[src/rtl/vmem_port_arbiter.sv]
// rtl/vmem_port_arbiter.sv - VGA-priority video memory port arbiter with two buffered write requesters
// Optional feature macro: VMEM_ARB_STATS_EN adds the 16-bit wr_stall_cnt output.
module vmem_port_arbiter #(
  parameter int AW         = 19,
  parameter int DW         = 24,
  parameter int FIFO_DEPTH = 4
) (
  input  logic          clk,
  input  logic          rst,
  input  logic          vga_rd_en,
  input  logic [AW-1:0] vga_rd_addr,
  output logic [DW-1:0] vga_rd_data,
  output logic          vga_rd_vld,
  input  logic          wr0_valid,
  input  logic [AW-1:0] wr0_addr,
  input  logic [DW-1:0] wr0_data,
  output logic          wr0_ready,
  input  logic          wr1_valid,
  input  logic [AW-1:0] wr1_addr,
  input  logic [DW-1:0] wr1_data,
  output logic          wr1_ready,
`ifdef VMEM_ARB_STATS_EN
  output logic [15:0]   wr_stall_cnt,
`endif
  output logic          mem_en,
  output logic          mem_we,
  output logic [AW-1:0] mem_addr,
  output logic [DW-1:0] mem_wdata,
  input  logic [DW-1:0] mem_rdata
);
  localparam int PW = $clog2(FIFO_DEPTH);
  localparam int CW = PW + 1;
  localparam logic [CW-1:0] FULL_CNT = CW'(FIFO_DEPTH);

  logic [AW-1:0] fifo_addr [2][FIFO_DEPTH];
  logic [DW-1:0] fifo_data [2][FIFO_DEPTH];
  logic [PW-1:0] wr_ptr    [2];
  logic [PW-1:0] rd_ptr    [2];
  logic [CW-1:0] count     [2];
  logic [AW-1:0] in_addr   [2];
  logic [DW-1:0] in_data   [2];
  logic [1:0]    in_valid;
  logic [1:0]    full;
  logic [1:0]    not_empty;
  logic [1:0]    push;
  logic [1:0]    pop;
  logic          rr_ptr;
  logic          grant;
  logic          issue_wr;
  logic          rd_pipe;

  // FIFO status, push qualification and the read-first / round-robin issue decision
  always_comb begin
    in_valid   = {wr1_valid, wr0_valid};
    in_addr[0] = wr0_addr;
    in_addr[1] = wr1_addr;
    in_data[0] = wr0_data;
    in_data[1] = wr1_data;
    full       = '0;
    not_empty  = '0;
    push       = '0;
    for (int i = 0; i < 2; i++) begin
      full[i]      = (count[i] == FULL_CNT);
      not_empty[i] = (count[i] != '0);
      // fullness comes from the registered count only, so a same-cycle pop never frees a slot early
      push[i]      = in_valid[i] && !full[i];
    end
    issue_wr = !vga_rd_en && (not_empty != 2'b00);
    if (rr_ptr) grant = not_empty[1] ? 1'b1 : 1'b0;
    else        grant = not_empty[0] ? 1'b0 : 1'b1;
    pop = '0;
    if (issue_wr) pop[grant] = 1'b1;
  end

  assign wr0_ready   = !full[0];
  assign wr1_ready   = !full[1];
  assign vga_rd_data = mem_rdata;

  // Write-entry storage; contents are don't-care while the count says empty
  always_ff @(posedge clk) begin
    for (int i = 0; i < 2; i++) begin
      if (push[i]) begin
        fifo_addr[i][wr_ptr[i]] <= in_addr[i];
        fifo_data[i][wr_ptr[i]] <= in_data[i];
      end
    end
  end

  // FIFO pointers and occupancy; pointers wrap naturally at the power-of-two depth
  always_ff @(posedge clk) begin
    for (int i = 0; i < 2; i++) begin
      if (rst) begin
        wr_ptr[i] <= '0;
        rd_ptr[i] <= '0;
        count[i]  <= '0;
      end else begin
        if (push[i]) wr_ptr[i] <= wr_ptr[i] + 1'b1;
        if (pop[i])  rd_ptr[i] <= rd_ptr[i] + 1'b1;
        if (push[i] && !pop[i])      count[i] <= count[i] + 1'b1;
        else if (pop[i] && !push[i]) count[i] <= count[i] - 1'b1;
      end
    end
  end

  // Registered memory command; the round-robin pointer moves to the loser after each write grant
  always_ff @(posedge clk) begin
    if (rst) begin
      mem_en    <= 1'b0;
      mem_we    <= 1'b0;
      mem_addr  <= '0;
      mem_wdata <= '0;
      rr_ptr    <= 1'b0;
    end else if (vga_rd_en) begin
      mem_en    <= 1'b1;
      mem_we    <= 1'b0;
      mem_addr  <= vga_rd_addr;
    end else if (issue_wr) begin
      mem_en    <= 1'b1;
      mem_we    <= 1'b1;
      mem_addr  <= fifo_addr[grant][rd_ptr[grant]];
      mem_wdata <= fifo_data[grant][rd_ptr[grant]];
      rr_ptr    <= ~grant;
    end else begin
      mem_en    <= 1'b0;
      mem_we    <= 1'b0;
    end
  end

  // Two-stage valid shift matching the command register plus the memory's read register
  always_ff @(posedge clk) begin
    if (rst) begin
      rd_pipe    <= 1'b0;
      vga_rd_vld <= 1'b0;
    end else begin
      rd_pipe    <= vga_rd_en;
      vga_rd_vld <= rd_pipe;
    end
  end

`ifdef VMEM_ARB_STATS_EN
  // Saturating count of cycles where pending writes are held off by a VGA read
  always_ff @(posedge clk) begin
    if (rst) wr_stall_cnt <= '0;
    else if (vga_rd_en && (not_empty != 2'b00) && (wr_stall_cnt != 16'hFFFF))
      wr_stall_cnt <= wr_stall_cnt + 16'd1;
  end
`endif

endmodule
[config.mk]
export PLATFORM = sky130hd
export DESIGN_NAME = vmem_port_arbiter
export DESIGN_NICKNAME = d
export VERILOG_FILES = /design/src/rtl/vmem_port_arbiter.sv
export SDC_FILE = /design/constraint.sdc
export NUM_CORES = 1
export LEC_CHECK = 0
export ABC_AREA = 1
export BUFFER_PORTS_ARGS = -buffer_cell sky130_fd_sc_hd__buf_4
export CAP_MARGIN = 10
export CORE_MARGIN = 2
export CORE_UTILIZATION = 63
export CTS_CLUSTER_SIZE = 40
export DETAILED_ROUTE_END_ITERATION = 8
export PLACE_DENSITY = 0.83
export SLEW_MARGIN = 20
export SYNTH_ARGS = -nofsm -noshare
export SYNTH_HDL_FRONTEND = slang
export SYNTH_SLANG_ARGS = --single-unit
[constraint.sdc]
create_clock -name clk -period 9.2 [get_ports clk]
set_clock_uncertainty 0.05 [all_clocks]
set_input_delay 0.46 -clock clk [delete_from_list [all_inputs] [get_ports clk]]
set_output_delay 0.46 -clock clk [all_outputs]
set_load 0.05 [all_outputs]
==> results.json <==
{
  "timing.final.hold_violations": 0,
  "insertedDiodeCount": 0,
  "timing.fmax_mhz": 213,
  "floorplan.io_pins": 206,
  "cts_made_buffers": 41,
  "ys_seq_area_share_pct": 68.3,
  "globalRouteTotalUtil_pct": 29.9,
  "power.ir.vdd_worst_mv": 0.201,
  "synthFlopType": "sky130_fd_sc_hd__edfxtp_1",
  "p_leak_uw": 0.00774,
  "drc_errors": 0,
  "power.density_cell_area_nw_per_um2": 333,
  "p_sw_share_pct": 40.1,
  "viasPerCell": 6.13,
  "cp.required_ps": 9580,
  "post-cts-setup-buffers": 0,
  "hpwl_um": 22500,
  "maxSlewHeadroom_pct": 22.0,
  "synthesized_area_divided_by_synthesized_cell_count_um2": 11.1,
  "critical_path_peak_fanout": 157,
  "area_growth_pct": 13.7,
  "mappedNetlistArea_um2": 17100,
  "power_share_of_the_sequential_group_pct": 36.6,
  "clock_path_buffers": 3,
  "seq_area_um2": 11700,
  "drt_pre_antenna_iters": 8,
  "cts.sink_count": 406,
  "max_cap_violations": 0,
  "multi_input_area_um2": 4330,
  "timing.setup.tns_ps": 0,
  "htree_num_levels": 2,
  "antenna_left": 0,
  "power.net_switching_uw": 2600,
  "setup.worst_path.end_class": "flop",
  "status": "finished, final reports clean",
  "fill_cells": 1651,
  "worstHoldPathType": "input port to flop",
  "timing.critical_path.arrival_ps": 5090,
  "synth.yosys.warnings": 0,
  "floorplan.initialDensity_pct": 63.9,
  "finalWirelength_um": 42400,
  "antenna_found_initial": 0,
  "clock_transition_at_path_regs_ps": 60,
  "gp_congestion": 0.791,
  "gr-total-overflow": 0,
  "synth-seq-cells": 406,
  "timing.final.crit_period_ps": 4700,
  "grt_start_max_net_pins": 158,
  "internal-power_uw": 3890,
  "die-width_um": 169,
  "placeableCoreArea_um2": 26800,
  "clockPowerShare_pct": 24.3,
  "syn_inst": 1544,
  "cts_root_buf": "sky130_fd_sc_hd__clkbuf_16",
  "die-area_um2": 28500,
  "synth_cell_type_count": 30,
  "async_set_reset_flop_share_out_of_synthesis_pct": 0,
  "dr.first_iter.drc_count": 1403,
  "setup_viol": 0,
  "power_frac_comb_pct": 39.1,
  "worst_pin_slew_ps": 1170,
  "die_h_um": 169,
  "placed_area_um2": 18200,
  "maxSlewViolCount": 0,
  "cts_hold_buf": 0,
  "avgRoutedWirePerCell_um": 21.1,
  "grt_pass1_vias": 12300,
  "period_share_pct": 51.1,
  "clk-insertion-delay-late_ps": 530,
  "post_cts.resized_instances": 0,
  "worstSetupStartpointType": "flop",
  "synth_fp_nets": 1690,
  "post-route-cell-area_um2": 19500,
  "port-buffer-count": 157,
  "critical_path.slowest_cell": "sky130_fd_sc_hd__nand2_8",
  "crit_path_max_incr_delay_ps": 690,
  "grt_first_pass_wirelength_um": 65400,
  "num_vias": 12300,
  "synth_enable_flop_cells": 358,
  "critical_path_class": "flop to flop",
  "layout.nets": 1782,
  "tritoncts_clock_tree": "built",
  "drive_gt1_share_pct": 15.6,
  "grt_setup_unrepaired": "no",
  "crit_path_cell_trace": "inv_1 -> ha_1 -> nand2_2 -> nand2_8 -> nand2_8 -> nand2_2 -> nand2_2 -> buf_4 -> inv_2 -> buf_4 -> nand3_1 -> nand3_1 -> nand3_1 -> nand2_1 -> inv_1",
  "num_rows": 60
}
==> stage by stage <==
step                setup slack, ps  instances  util, %  hold WS [ps]  power [uW]
detailed placement             4650       1934     67.9           349        4880
global route                   4250       2010     72.7          65.1        6810
CTS                            4610       2010     72.7          67.2        6460
global placement               4870       1934     67.9           346        4770
finish                         4500       2010     72.7          76.5        6490
floorplan                      5610       1544        -           338        4330
==> worst max-delay path, delay by kind of cell, from the launching register on <==
family        cells  cell delay [ps]
simple gates      9             2190
buf+inv           5             1510
fa+ha+maj         1              210
flops             1              420
==> cell usage after synthesis (13+ instances only) <==
library cell / instances / area (um^2)
sky130_fd_sc_hd__nand3_1: 379 / 1900
sky130_fd_sc_hd__edfxtp_1: 358 / 10800
sky130_fd_sc_hd__nand2_1: 311 / 1170
sky130_fd_sc_hd__inv_1: 114 / 428
sky130_fd_sc_hd__nor2_1: 71 / 267
sky130_fd_sc_hd__buf_2: 61 / 305
sky130_fd_sc_hd__dfxtp_1: 48 / 961
sky130_fd_sc_hd__buf_4: 35 / 263
sky130_fd_sc_hd__o21ai_0: 28 / 140
sky130_fd_sc_hd__a21oi_1: 22 / 110
sky130_fd_sc_hd__nand3b_1: 20 / 150
sky130_fd_sc_hd__nand4_1: 19 / 119
sky130_fd_sc_hd__clkbuf_1: 14 / 52.6
sky130_fd_sc_hd__o21ai_1: 13 / 65.1
==> placed cells by master, fill, tap and decap left out, types with 13 or more instances in the layout <==
master	synthesis	routed
sky130_fd_sc_hd__a21oi_1	22	22
sky130_fd_sc_hd__nand3_1	379	379
sky130_fd_sc_hd__dfxtp_1	48	48
sky130_fd_sc_hd__nand3b_1	20	20
sky130_fd_sc_hd__inv_1	114	113
sky130_fd_sc_hd__o21ai_0	28	28
sky130_fd_sc_hd__nand2_1	311	311
sky130_fd_sc_hd__o21ai_1	13	13
sky130_fd_sc_hd__nand4_1	19	19
sky130_fd_sc_hd__edfxtp_1	358	358
sky130_fd_sc_hd__clkbuf_16	0	43
sky130_fd_sc_hd__buf_4	35	173
sky130_fd_sc_hd__nor2_1	71	62
==> area by class of cell <==
class                      count  area share [%]
inverter                     118            2.27
timing repair buffer         173            6.66
clock inverter                18           0.507
sequential                   406            60.1
clock buffer                  58            6.07
multi-input combinational    896            22.2
tap                          341            2.19
==> per-layer routing <==
| metal | track usage, % | up-vias | share of wire [%] |
|---|---|---|---|
| met3 | 5.14 | 178 | 12 |
| met4 | 15.9 | 0 | 4.0 |
| met5 | 0 | - | 0 |
| li1 | - | 5503 | - |
| met1 | 38.6 | 5749 | 35 |
| met2 | 48.9 | 900 | 49 |
==> final timing paths <==
kind         slack, ps                          to                  start  cells after the start
max reg2reg       4500  mem_wdata[21]$_SDFFE_PP0P_  count[0][0]$_DFFE_PP_                     15
max               4500  mem_wdata[21]$_SDFFE_PP0P_  count[0][0]$_DFFE_PP_                     15
min                 80  fifo_data[1][91]$_DFFE_PP_           wr1_data[19]                      1
min reg2reg        360       vga_rd_vld$_SDFF_PP0_     rd_pipe$_SDFF_PP0_                      2
==> power by group through the flow <==
stage | logic, uW | clock network (uW) | registers, uW
finish | 2540 | 1580 | 2370
global route | 2780 | 1650 | 2390
CTS | 2510 | 1580 | 2370
detailed placement | 2470 | 0 | 2410
global placement | 2370 | 0 | 2400
floorplan | 1700 | 0 | 2630
==> sequential cells by signal (all words and copies together), names as in the netlist <==
name,flops
fifo_addr,152
wr_ptr,4
rd_pipe,1
count,6
mem_wdata,24
mem_addr,19
rd_ptr,4
mem_we,1
vga_rd_vld,1
rr_ptr,1
fifo_data,192
mem_en,1
==> cells by family (layout without fill, tap and decap cells) <==
group / after synthesis / after routing / synth area share [%]
AOI/OAI and AO/OA: 63 / 63 / 1.84
xor gates and xnor gates: 4 / 4 / 0.204
buffers and inverters: 242 / 367 / 6.86
adders and majority gates: 12 / 12 / 0.920
DFF: 406 / 406 / 68.3
and+or+nand+nor: 817 / 817 / 21.8
Power figures use the tool's default switching activity.
